<file path="src/rtl/fixed_sched_pkg.sv">
`default_nettype none
// ============================================================================
// Module  : fixed_sched_pkg
// Brief   : Shared types, limits and the round-robin candidate function for
//           the fixed_add scheduler.
// Revision: 1.0 - initial release
// ============================================================================
package fixed_sched_pkg;

    // In-flight adder result plus output buffer entries never exceed this.
    localparam int OCC_MAX  = 2;

    // Largest supported requester count and the id width that covers it.
    // Per-instance id widths are narrower slices of req_id_t.
    localparam int NREQ_MAX = 16;
    localparam int ID_W_MAX = 4;

    typedef logic [ID_W_MAX-1:0] req_id_t;

    typedef struct packed {
        logic    found;
        req_id_t id;
    } rr_pick_t;

    // First valid index scanning last+1, last+2, ... modulo nreq.
    // last < nreq and k <= nreq, so one conditional subtract gives the modulo.
    function automatic rr_pick_t rr_pick(
        input logic [NREQ_MAX-1:0] valid,
        input req_id_t             last,
        input int                  nreq
    );
        rr_pick_t r;
        int       idx;
        r.found = 1'b0;
        r.id    = '0;
        for (int k = 1; k <= NREQ_MAX; k++) begin
            if ((k <= nreq) && !r.found) begin
                idx = int'(last) + k;
                if (idx >= nreq) begin
                    idx = idx - nreq;
                end
                if (valid[idx]) begin
                    r.found = 1'b1;
                    r.id    = req_id_t'(idx);
                end
            end
        end
        return r;
    endfunction

endpackage
`default_nettype wire

</file>
<file path="src/rtl/fixed_add.sv">
`default_nettype none
// ============================================================================
// Module  : fixed_add
// Brief   : Registered two's-complement adder from the fixed-point library.
//           Operands share one Q-format, so the binary point is aligned and
//           the sum is a plain wrapping integer add. No reset on the datapath.
// Revision: 1.0 - initial release
// ============================================================================
module fixed_add #(
    parameter int    BITS      = 8,
    parameter string PRECISION = "FIXED_4_4"
) (
    input  logic            clk,
    input  logic            in_valid,
    input  logic [BITS-1:0] a,
    input  logic [BITS-1:0] b,
    output logic [BITS-1:0] c,
    output logic            out_valid
);

    // Format name is informational only; arithmetic is format-independent.
    localparam string precision_unused = PRECISION;

    logic [BITS-1:0] sum_d;
    logic [BITS-1:0] sum_q;
    logic            out_valid_q;

    // Capture a new sum only when an operand pair is presented.
    always_comb begin
        sum_d = sum_q;
        if (in_valid) begin
            sum_d = a + b;
        end
    end

    // Datapath register, intentionally without reset.
    always_ff @(posedge clk) begin
        sum_q       <= sum_d;
        out_valid_q <= in_valid;
    end

    assign c         = sum_q;
    assign out_valid = out_valid_q;

endmodule
`default_nettype wire

</file>
<file path="src/rtl/fixed_sched_fifo.sv">
`default_nettype none
// ============================================================================
// Module  : fixed_sched_fifo
// Brief   : Two-entry synchronous FIFO holding {id, sum} results. Push and
//           pop in the same cycle are both honoured.
// Revision: 1.0 - initial release
// ============================================================================
module fixed_sched_fifo #(
    parameter int W = 10
) (
    input  logic         clk,
    input  logic         rst_n,
    input  logic         push,
    input  logic [W-1:0] push_data,
    input  logic         pop,
    output logic [W-1:0] head,
    output logic         full,
    output logic         empty
);

    logic [W-1:0] mem_q [2];
    logic [W-1:0] mem_d [2];
    logic         wr_ptr_q;
    logic         wr_ptr_d;
    logic         rd_ptr_q;
    logic         rd_ptr_d;
    logic [1:0]   count_q;
    logic [1:0]   count_d;
    logic         push_ok;
    logic         pop_ok;

    assign full    = (count_q == 2'd2);
    assign empty   = (count_q == 2'd0);
    // A push into a full FIFO is legal only when the head leaves this cycle.
    assign push_ok = push && (!full || pop);
    assign pop_ok  = pop && !empty;
    assign head    = mem_q[rd_ptr_q];

    // Next-state for storage, pointers and occupancy.
    always_comb begin
        mem_d    = mem_q;
        wr_ptr_d = wr_ptr_q;
        rd_ptr_d = rd_ptr_q;
        count_d  = count_q;
        if (push_ok) begin
            mem_d[wr_ptr_q] = push_data;
            wr_ptr_d        = ~wr_ptr_q;
        end
        if (pop_ok) begin
            rd_ptr_d = ~rd_ptr_q;
        end
        count_d = count_q + {1'b0, push_ok} - {1'b0, pop_ok};
    end

    // State registers; storage clears so an empty FIFO presents zeros.
    always_ff @(posedge clk or negedge rst_n) begin
        if (!rst_n) begin
            for (int i = 0; i < 2; i++) begin
                mem_q[i] <= '0;
            end
            wr_ptr_q <= 1'b0;
            rd_ptr_q <= 1'b0;
            count_q  <= 2'd0;
        end else begin
            for (int i = 0; i < 2; i++) begin
                mem_q[i] <= mem_d[i];
            end
            wr_ptr_q <= wr_ptr_d;
            rd_ptr_q <= rd_ptr_d;
            count_q  <= count_d;
        end
    end

endmodule
`default_nettype wire

</file>
<file path="src/rtl/fixed_add_sched.sv">
`default_nettype none
// ============================================================================
// Module  : fixed_add_sched
// Brief   : Round-robin scheduler sharing one fixed_add among NREQ requesters.
//           Credit-based issue keeps the 2-entry result buffer from
//           overflowing; results return in issue order tagged with their id.
// Revision: 1.0 - initial release
// ============================================================================
module fixed_add_sched
    import fixed_sched_pkg::*;
#(
    parameter int    BITS      = 8,
    parameter string PRECISION = "FIXED_4_4",
    parameter int    NREQ      = 4,
    parameter int    IDW       = $clog2(NREQ)
) (
    input  logic                 clk,
    input  logic                 rst_n,
    input  logic [NREQ-1:0]      req_valid,
    output logic [NREQ-1:0]      req_ready,
    input  logic [NREQ*BITS-1:0] req_a,
    input  logic [NREQ*BITS-1:0] req_b,
    output logic                 rsp_valid,
    input  logic                 rsp_ready,
    output logic [BITS-1:0]      rsp_c,
    output logic [IDW-1:0]       rsp_id,
    output logic                 busy
);

    localparam int FW = IDW + BITS;

    logic [1:0]          occ_q;
    logic [1:0]          occ_d;
    logic [IDW-1:0]      last_q;
    logic [IDW-1:0]      last_d;
    logic                inflight_q;
    logic                inflight_d;
    logic [IDW-1:0]      inflight_id_q;
    logic [IDW-1:0]      inflight_id_d;

    logic [NREQ_MAX-1:0] valid_ext;
    rr_pick_t            pick;
    logic [IDW-1:0]      cand;
    logic                can_issue;
    logic                issue;
    logic                pop;
    logic [BITS-1:0]     add_a;
    logic [BITS-1:0]     add_b;
    logic [BITS-1:0]     add_c;
    logic                add_out_valid_unused;
    logic [FW-1:0]       fifo_head;
    logic                fifo_full;
    logic                fifo_empty;

    // Widen the request vector to the package scan width and pick a candidate.
    always_comb begin
        valid_ext             = '0;
        valid_ext[NREQ-1:0]   = req_valid;
        pick                  = rr_pick(valid_ext, req_id_t'(last_q), NREQ);
    end

    assign cand = pick.id[IDW-1:0];

    if (IDW < ID_W_MAX) begin : g_id_pad
        logic [ID_W_MAX-IDW-1:0] pick_id_hi_unused;
        assign pick_id_hi_unused = pick.id[ID_W_MAX-1:IDW];
    end

    assign pop       = rsp_valid && rsp_ready;
    // A pop frees a credit in the same cycle, which keeps 1/cycle throughput.
    assign can_issue = (occ_q < 2'(OCC_MAX)) || pop;

    // Grant the candidate only; ready is suppressed while reset is asserted.
    always_comb begin
        req_ready = '0;
        if (rst_n && pick.found && can_issue) begin
            req_ready[cand] = 1'b1;
        end
    end

    assign issue = |(req_valid & req_ready);
    assign add_a = req_a[cand*BITS +: BITS];
    assign add_b = req_b[cand*BITS +: BITS];

    // Credit, arbitration pointer and in-flight tracking next-state.
    always_comb begin
        occ_d         = occ_q + {1'b0, issue} - {1'b0, pop};
        last_d        = last_q;
        inflight_d    = issue;
        inflight_id_d = inflight_id_q;
        if (issue) begin
            last_d        = cand;
            inflight_id_d = cand;
        end
    end

    // Scheduler state; last resets to NREQ-1 so requester 0 goes first.
    always_ff @(posedge clk or negedge rst_n) begin
        if (!rst_n) begin
            occ_q         <= 2'd0;
            last_q        <= IDW'(NREQ - 1);
            inflight_q    <= 1'b0;
            inflight_id_q <= '0;
        end else begin
            occ_q         <= occ_d;
            last_q        <= last_d;
            inflight_q    <= inflight_d;
            inflight_id_q <= inflight_id_d;
        end
    end

    // Shared adder; its own valid has no reset, so inflight_q is used instead.
    fixed_add #(
        .BITS      (BITS),
        .PRECISION (PRECISION)
    ) u_add (
        .clk       (clk),
        .in_valid  (issue),
        .a         (add_a),
        .b         (add_b),
        .c         (add_c),
        .out_valid (add_out_valid_unused)
    );

    fixed_sched_fifo #(
        .W (FW)
    ) u_fifo (
        .clk       (clk),
        .rst_n     (rst_n),
        .push      (inflight_q),
        .push_data ({inflight_id_q, add_c}),
        .pop       (pop),
        .head      (fifo_head),
        .full      (fifo_full),
        .empty     (fifo_empty)
    );

    assign rsp_valid = !fifo_empty;
    assign rsp_id    = fifo_head[FW-1:BITS];
    assign rsp_c     = fifo_head[BITS-1:0];
    assign busy      = (occ_q != 2'd0) || fifo_full;

endmodule
`default_nettype wire

</file>
<file path="config.mk">
export PLATFORM = sky130hd
export DESIGN_NAME = fixed_add_sched
export DESIGN_NICKNAME = d
export VERILOG_FILES = /design/src/rtl/fixed_sched_pkg.sv /design/src/rtl/fixed_add.sv /design/src/rtl/fixed_sched_fifo.sv /design/src/rtl/fixed_add_sched.sv
export SDC_FILE = /design/constraint.sdc
export NUM_CORES = 1
export LEC_CHECK = 0
export BUFFER_PORTS_ARGS = -buffer_cell sky130_fd_sc_hd__buf_4
export CAP_MARGIN = 10
export CORE_ASPECT_RATIO = 1.5
export CORE_MARGIN = 5
export CORE_UTILIZATION = 45
export CTS_CLUSTER_SIZE = 30
export DETAILED_ROUTE_END_ITERATION = 10
export HOLD_SLACK_MARGIN = 0.02
export PLACE_DENSITY = 0.71
export SLEW_MARGIN = 20
export SYNTH_ARGS = -nofsm -noshare
export SYNTH_HDL_FRONTEND = slang
export SYNTH_HIERARCHICAL = 1
export SYNTH_SLANG_ARGS = --single-unit
</file>
<file path="constraint.sdc">
create_clock -name clk -period 4.8 [get_ports clk]
set_input_delay 0.24 -clock clk [delete_from_list [all_inputs] [get_ports clk]]
set_output_delay 0.24 -clock clk [all_outputs]
set_load 0.1 [all_outputs]
</file>
# [Word level (Yosys, flattened, before mapping)]
# Index checks and enable logic that the tools add are counted.
# Widths: inputs -> output; s select.
[word_totals] regBits=39 input_bits=71 output_inout_bits=16
[op_classes] addsub=13 order_cmp=14 n_eq_ne=1 shift=2 muxes=35 bitwise_logic=5 n_reduce_logical=15
[op_table] op="$mux 32" n=7
[op_table] op="$lt 32x6->1 const B" n=4
[op_table] op="$shiftx 32x6->8" n=2
[op_table] op="$mux 10" n=4
[op_table] op="$mux 5" n=7
[op_table] op="$bwmux 20" n=1
[op_table] op="$bmux 1 s4" n=4
[op_table] op="$sub 3x3->4 const B" n=3
[op_table] op="$demux 10 s1" n=1
[op_table] op="$ge 3x3->1 const B" n=3
[op_table] op="$mux 1" n=9
[op_table] op="$add 8x8->8" n=1
[op_table] op="$logic_and 1x1->1" n=7
[op_table] op="$add 2x2->3 const B" n=2
[op_table] op="$sub 4x3->5 const B" n=1
[op_table] op="$add 2x1->2" n=2
[op_table] op="$add 2x3->4 const B" n=1
[op_table] op="$and 4x4->4" n=1
[op_table] op="$ge 2x2->1 const B" n=2
[op_table] op="$ge 4x3->1 const B" n=1
[op_table] op="$mux 4" n=1
[op_table] op="$not 1->2" n=2
[op_table] op="$reduce_or 4->1" n=1
[op_table] op="$sub 2x1->2" n=2
[op_table] op="12 further kinds" n=16

# [Logic depth before layout (Yosys ltp)]
[logic_depth] depth_word=34 ltp_mapped=17 ltp_nobuf=14

# [Cells and area by module]
# Netlist, hierarchy kept.
[by_module_without_submodules] mod="fixed_add_sched" instances=1 cells_per_inst=117 area_per_inst_um2=1253.7 seq_area_each_um2=177.7
[by_module_without_submodules] mod="fixed_sched_fifo" instances=1 cells_per_inst=71 area_per_inst_um2=1077.3 seq_area_each_um2=600.6
[by_module_without_submodules] mod="fixed_add" instances=1 cells_per_inst=51 area_per_inst_um2=591.8 seq_area_each_um2=260.2

# [Worst setup path after synthesis]
# OpenSTA, ideal clock, no wires.
[synth_timing] path_type="reg2out" from="register last_q[0]" to="output port req_ready[0]" arrival_time_ns=4.269 required_ns=4.560 setup_slack_ns=0.291 path_stages_with_launch=10 path_buffers=2 cell_sequence="dfstp_2 -> buf_6 -> inv_1 -> ha_1 -> mux4_2 -> a21boi_4 -> a21oi_1 -> o2bb2ai_2 -> buf_2 -> nor3b_1"
[synth_via] elab_chain_len=18 elab_cells_between_ends=46
[synth_rtl] element="from (decl)" line_no="fixed_add_sched.sv:34" source="logic [IDW-1:0] last_q;"
[synth_rtl] element="from (signal assigned)" line_no="fixed_add_sched.sv:101" source="last_q <= IDW'(NREQ - 1);"
[synth_rtl] element="from (signal assigned)" line_no="fixed_add_sched.sv:106" source="last_q <= last_d;"
[synth_rtl] element="$add 2x1->3 or $add 2x2->3 (tied branches)" line_no="fixed_sched_pkg.sv:38" source="idx = int'(last) + k;"
[synth_rtl] element="$sub 3x3->4 or $ge 3x3->1 (tied branches)" line_no="fixed_sched_pkg.sv:40, fixed_sched_pkg.sv:39"
[synth_rtl] element="$mux 32" line_no="fixed_sched_pkg.sv:39" source="if (idx >= nreq) begin"
[synth_rtl] element="$bmux 1 s4 or $mux 32 (tied branches)" line_no="fixed_sched_pkg.sv:42, fixed_sched_pkg.sv:37"
[synth_rtl] element="$mux 1 (not written as such) or $bmux 1 s4 (tied branches)" line_no="fixed_sched_pkg.sv:42" source="if (valid[idx]) begin"
[synth_rtl] element="$mux 1 (not written as such)" line_no="fixed_sched_pkg.sv:42"
[synth_rtl] element="$mux 5 or $mux 1 (tied branches)" line_no="fixed_sched_pkg.sv:42"
[synth_rtl] element="$mux 5" line_no="fixed_sched_pkg.sv:42"
[synth_rtl] element="[2 not listed]"
[synth_rtl] element="$mux 5" line_no="fixed_sched_pkg.sv:37" source="if ((k <= nreq) && !r.found) begin"
[synth_rtl] element="$mux 5" line_no="fixed_sched_pkg.sv:42"
[synth_rtl] element="$mux 5 (*)" line_no="fixed_sched_pkg.sv:37"
[synth_rtl] element="$lt 2x3->1 (not written as such) or $ge 2x1->1 (tied branches)" line_no="fixed_add_sched.sv:77" source="req_ready[cand] = 1'b1;"
[synth_rtl] element="$logic_and 1x1->1 (not written as such)" line_no="fixed_add_sched.sv:77"
[synth_rtl] element="$mux 1 (not written as such)" line_no="fixed_add_sched.sv:77"
[synth_rtl] element="$demux 1 s2" line_no="fixed_add_sched.sv:77"
[synth_rtl] element="$mux 4 (*)" line_no="fixed_add_sched.sv:76" source="if (rst_n && pick.found && can_issue) begin"
[synth_rtl] element="to (decl)" line_no="fixed_add_sched.sv:20" source="output logic [NREQ-1:0] req_ready,"
# Every way passes the cells marked *; elsewhere a longest branch is shown, timed or not. The select of a mux whose other input is x is not followed.

# [Worst setup path after layout]
[layout_timing] from="register last_q[0]" to="register u_add.sum_q[6], in the netlist u_add/c[6] (data pin)"
[layout_via] elab_chain_len=15 elab_cells_between_ends=41
[layout_rtl] element="$add 2x1->3 or $add 2x2->3 (tied branches)" line_no="fixed_sched_pkg.sv:38"
[layout_rtl] element="$sub 3x3->4 or $ge 3x3->1 (tied branches)" line_no="fixed_sched_pkg.sv:40, fixed_sched_pkg.sv:39"
[layout_rtl] element="$mux 32" line_no="fixed_sched_pkg.sv:39"
[layout_rtl] element="$bmux 1 s4 or $mux 32 (tied branches)" line_no="fixed_sched_pkg.sv:42, fixed_sched_pkg.sv:37"
[layout_rtl] element="$mux 1 (not written as such) or $bmux 1 s4 (tied branches)" line_no="fixed_sched_pkg.sv:42"
[layout_rtl] element="$mux 1 (not written as such)" line_no="fixed_sched_pkg.sv:42"
[layout_rtl] element="$mux 5 or $mux 1 (tied branches)" line_no="fixed_sched_pkg.sv:42"
[layout_rtl] element="$mux 5" line_no="fixed_sched_pkg.sv:42"
[layout_rtl] element="$mux 5" line_no="fixed_sched_pkg.sv:37"
[layout_rtl] element="$mux 5" line_no="fixed_sched_pkg.sv:42"
[layout_rtl] element="$mux 5" line_no="fixed_sched_pkg.sv:37"
[layout_rtl] element="$mux 5" line_no="fixed_sched_pkg.sv:42"
[layout_rtl] element="$mux 5 (*)" line_no="fixed_sched_pkg.sv:37"
[layout_rtl] element="$shiftx 32x6->8 (*)" line_no="fixed_add_sched.sv:83" source="assign add_b = req_b[cand*BITS +: BITS];"
[layout_rtl] element="net add_b[5]" line_no="fixed_add_sched.sv:48" source="logic [BITS-1:0] add_b;"
[layout_rtl] element="$add 8x8->8 (*)" line_no="fixed_add.sv:32" source="sum_d = a + b;"
[layout_rtl] element="to (signal assigned)" line_no="fixed_add.sv:38" source="sum_q <= sum_d;"
[layout_rtl] element="to (decl)" line_no="fixed_add.sv:25" source="logic [BITS-1:0] sum_q;"
# Mark *: on every way through the listed nets, which the timed path passes. The rest lies on a longest branch. The select of a mux whose other input is x is not followed.
# A chain may end at the register's enable or synchronous reset.

==> flow_summary.ini <==
[die]
die_h_microns = 108.4
die_area_sq_um = 8190
die_w_microns = 75.58
io_pins = 87
core-area_sq_um = 6396
fp-row-count = 36
initial_core_util_pct = 45.38

[routing]
dr.max_layer_used = met4
finalWirelength_microns = 5957
drtPass1Iterations = 3
route.met3.wl_microns = 319
drc = 0
avgViaCountPerCell = 5.235
wl_per_cell_microns = 14.71
vias = 2120
wl_met1_microns = 2286
ant_nets = 0
drt_iter0_markers = 26
wl_met2_microns = 3218

[setup_path]
crit_fanout = 22
reg2reg_depth = 13
arrival_ns = 4.37
rrSetupSlack_ns = 0.43
cp_slowest_cell = dfstp_2
start_kind = register
cp-end-kind = register
cp_slowest_stage_delay_ns = 0.76
path_cells = inv_1 -> ha_1 -> mux4_2 -> a21boi_4 -> a21oi_1 -> o2bb2ai_4 -> buf_4 -> mux2i_1 -> mux2i_1 -> ha_1 -> nor2b_1 -> a221oi_1 -> o311ai_1
timing.rr.end = u_add/c[6]$_DFFE_PP_
required_ns = 4.81
crit_type = register to register
reg2reg_from = last_q[0]$_DFFE_PN1P_

[clock_network]
cts_tree = yes
post-cts-setup-buffers = 0
clk_pin_slew_ns = 0.07
clock_sinks = 39
cts.path.max_buffers = 2
cts_max_level = 2
post_cts_resized = 0
ctsRootBufferMaster = clkbuf_8
clock_latency_ns = 0.28
cts_buffers = 5
hold_buffers = 1

[timing]
holdWs_ns = 0.4311
max_clock_freq_mhz = 229.1
drv_slew = 0
rsz0062_at_grt = no
max-slew-margin-rel_pct = 45.50
finalHoldViolCount = 0
tightest_slew_ns = 0.8174
fin_skew_ns = 0.007099
fin_crit_sh_pct = 90.94
finalSetupViolations = 0
fin_crit_ns = 4.365
fin_tns_setup_ns = 0

[logic_synthesis]
synth_nets = 326
synth_area_per_cell_sq_um = 12.20
syn_area_sq_um = 2903
yosysWarnings = 6
synthCells = 238

[finish]
layout-drive-gt1-share_pct = 45.29
multi_input_area_sq_um = 1742
final_cells = 405
num_antenna_cells = 0
fillers = 582
area_delta_synth_final_pct = 27.33
regArea_sq_um = 1018
fin_nets = 416

[global_routing]
antenna_found_initial = 0
grt_overflow_total = 0
first_global_vias = 2208
grt_pass1_wl_microns = 9929
grt_max_degree = 33
grtUsageTotal_pct = 15.49

[job]
drv_cap = 0

[placement]
port-buffer-count = 86
dp.final_hpwl_microns = 4945
place.gp.congestion = 0.8535
dp.cells = 396

[run_status]
status = finished, final reports clean

[hold_path]
hold_path.class = input pin to asynchronous set/reset pin
through the flow:
step / area (sq um) / util, % / setup slack, ns
5_1_grt: 3696 / 57.79 / 0.09432
6_report: 3696 / 57.79 / 0.4348
2_1_floorplan: 2903 / - / 0.2906
3_5_place_dp: 3595 / 56.20 / 0.4321
4_1_cts: 3696 / 57.79 / 0.4271
3_3_place_gp: 3595 / 56.20 / 0.5848
per-layer routing:
layer | vias to the layer above | global-route usage [%]
met1 | 991 | 18.11
li1 | 1054 | -
met2 | 66 | 27.75
met5 | - | 0
met4 | 0 | 5.875
met3 | 9 | 2.140
state kept, by name (all words and copies together), names as in the netlist:
name	cells
inflight_id_q	2
u_add/c	8
last_q	2
inflight_q	1
u_fifo/wr_ptr_q	1
occ_q	2
u_fifo/mem_q	20
u_fifo/count_q	2
u_fifo/rd_ptr_q	1
final cells by class:
cell class / instances / share of cell area (%)
Clock buffer: 7 / 2.336
Clock inverter: 1 / 0.1354
Inverter: 15 / 1.523
Multi-Input combinational cell: 175 / 47.12
Sequential cell: 39 / 27.56
Tap cell: 76 / 2.573
Timing Repair Buffer: 92 / 18.75
cells in the final DEF, fill, tap and decap left out, types with 2 or more instances in the layout:
cell       n
xnor2_1    7
dfrtp_1   29
nand2_1    3
o211ai_1   3
o21ai_0    2
dfstp_2    2
nand2b_1   4
nor2b_1    4
mux4_2     3
clkbuf_8   6
nor3_1     2
mux2i_1   53
mux2_2    32
inv_1     15
a221oi_1   2
xor2_1     3
nor3b_1    4
o21ai_2    3
nor2_1     3
a21oi_1    7
edfxtp_1   8
buf_4     91
ha_1      16
worst max-delay path, delay by kind of cell, from the launching register on:
kind,cells,cell delay [ns]
DFF,1,0.76
AOI/OAI and AO/OA,5,1.39
buffers and inverters,2,0.51
and+or+nand+nor,1,0.16
muxes,3,0.55
adders and majority gates,2,0.71
worst max-delay path by stage:
| stage | startpoint | to | slack [ns] | cells past startpoint |
|---|---|---|---|---|
| 2_1_floorplan | last_q[0]$_DFFE_PN1P_ | req_ready[0] | 0.29 | 9 |
| 3_3_place_gp | last_q[0]$_DFFE_PN1P_ | u_add/c[6]$_DFFE_PP_ | 0.58 | 13 |
| 3_5_place_dp | last_q[0]$_DFFE_PN1P_ | u_add/c[6]$_DFFE_PP_ | 0.43 | 13 |
| 4_1_cts | last_q[0]$_DFFE_PN1P_ | u_add/c[6]$_DFFE_PP_ | 0.43 | 13 |
| 5_1_grt | last_q[0]$_DFFE_PN1P_ | u_add/c[6]$_DFFE_PP_ | 0.09 | 14 |
| 6_report | last_q[0]$_DFFE_PN1P_ | u_add/c[6]$_DFFE_PP_ | 0.43 | 13 |
Power is not shown: default switching activity piles up to over one toggle a cycle in this logic, so the estimate is an artifact.
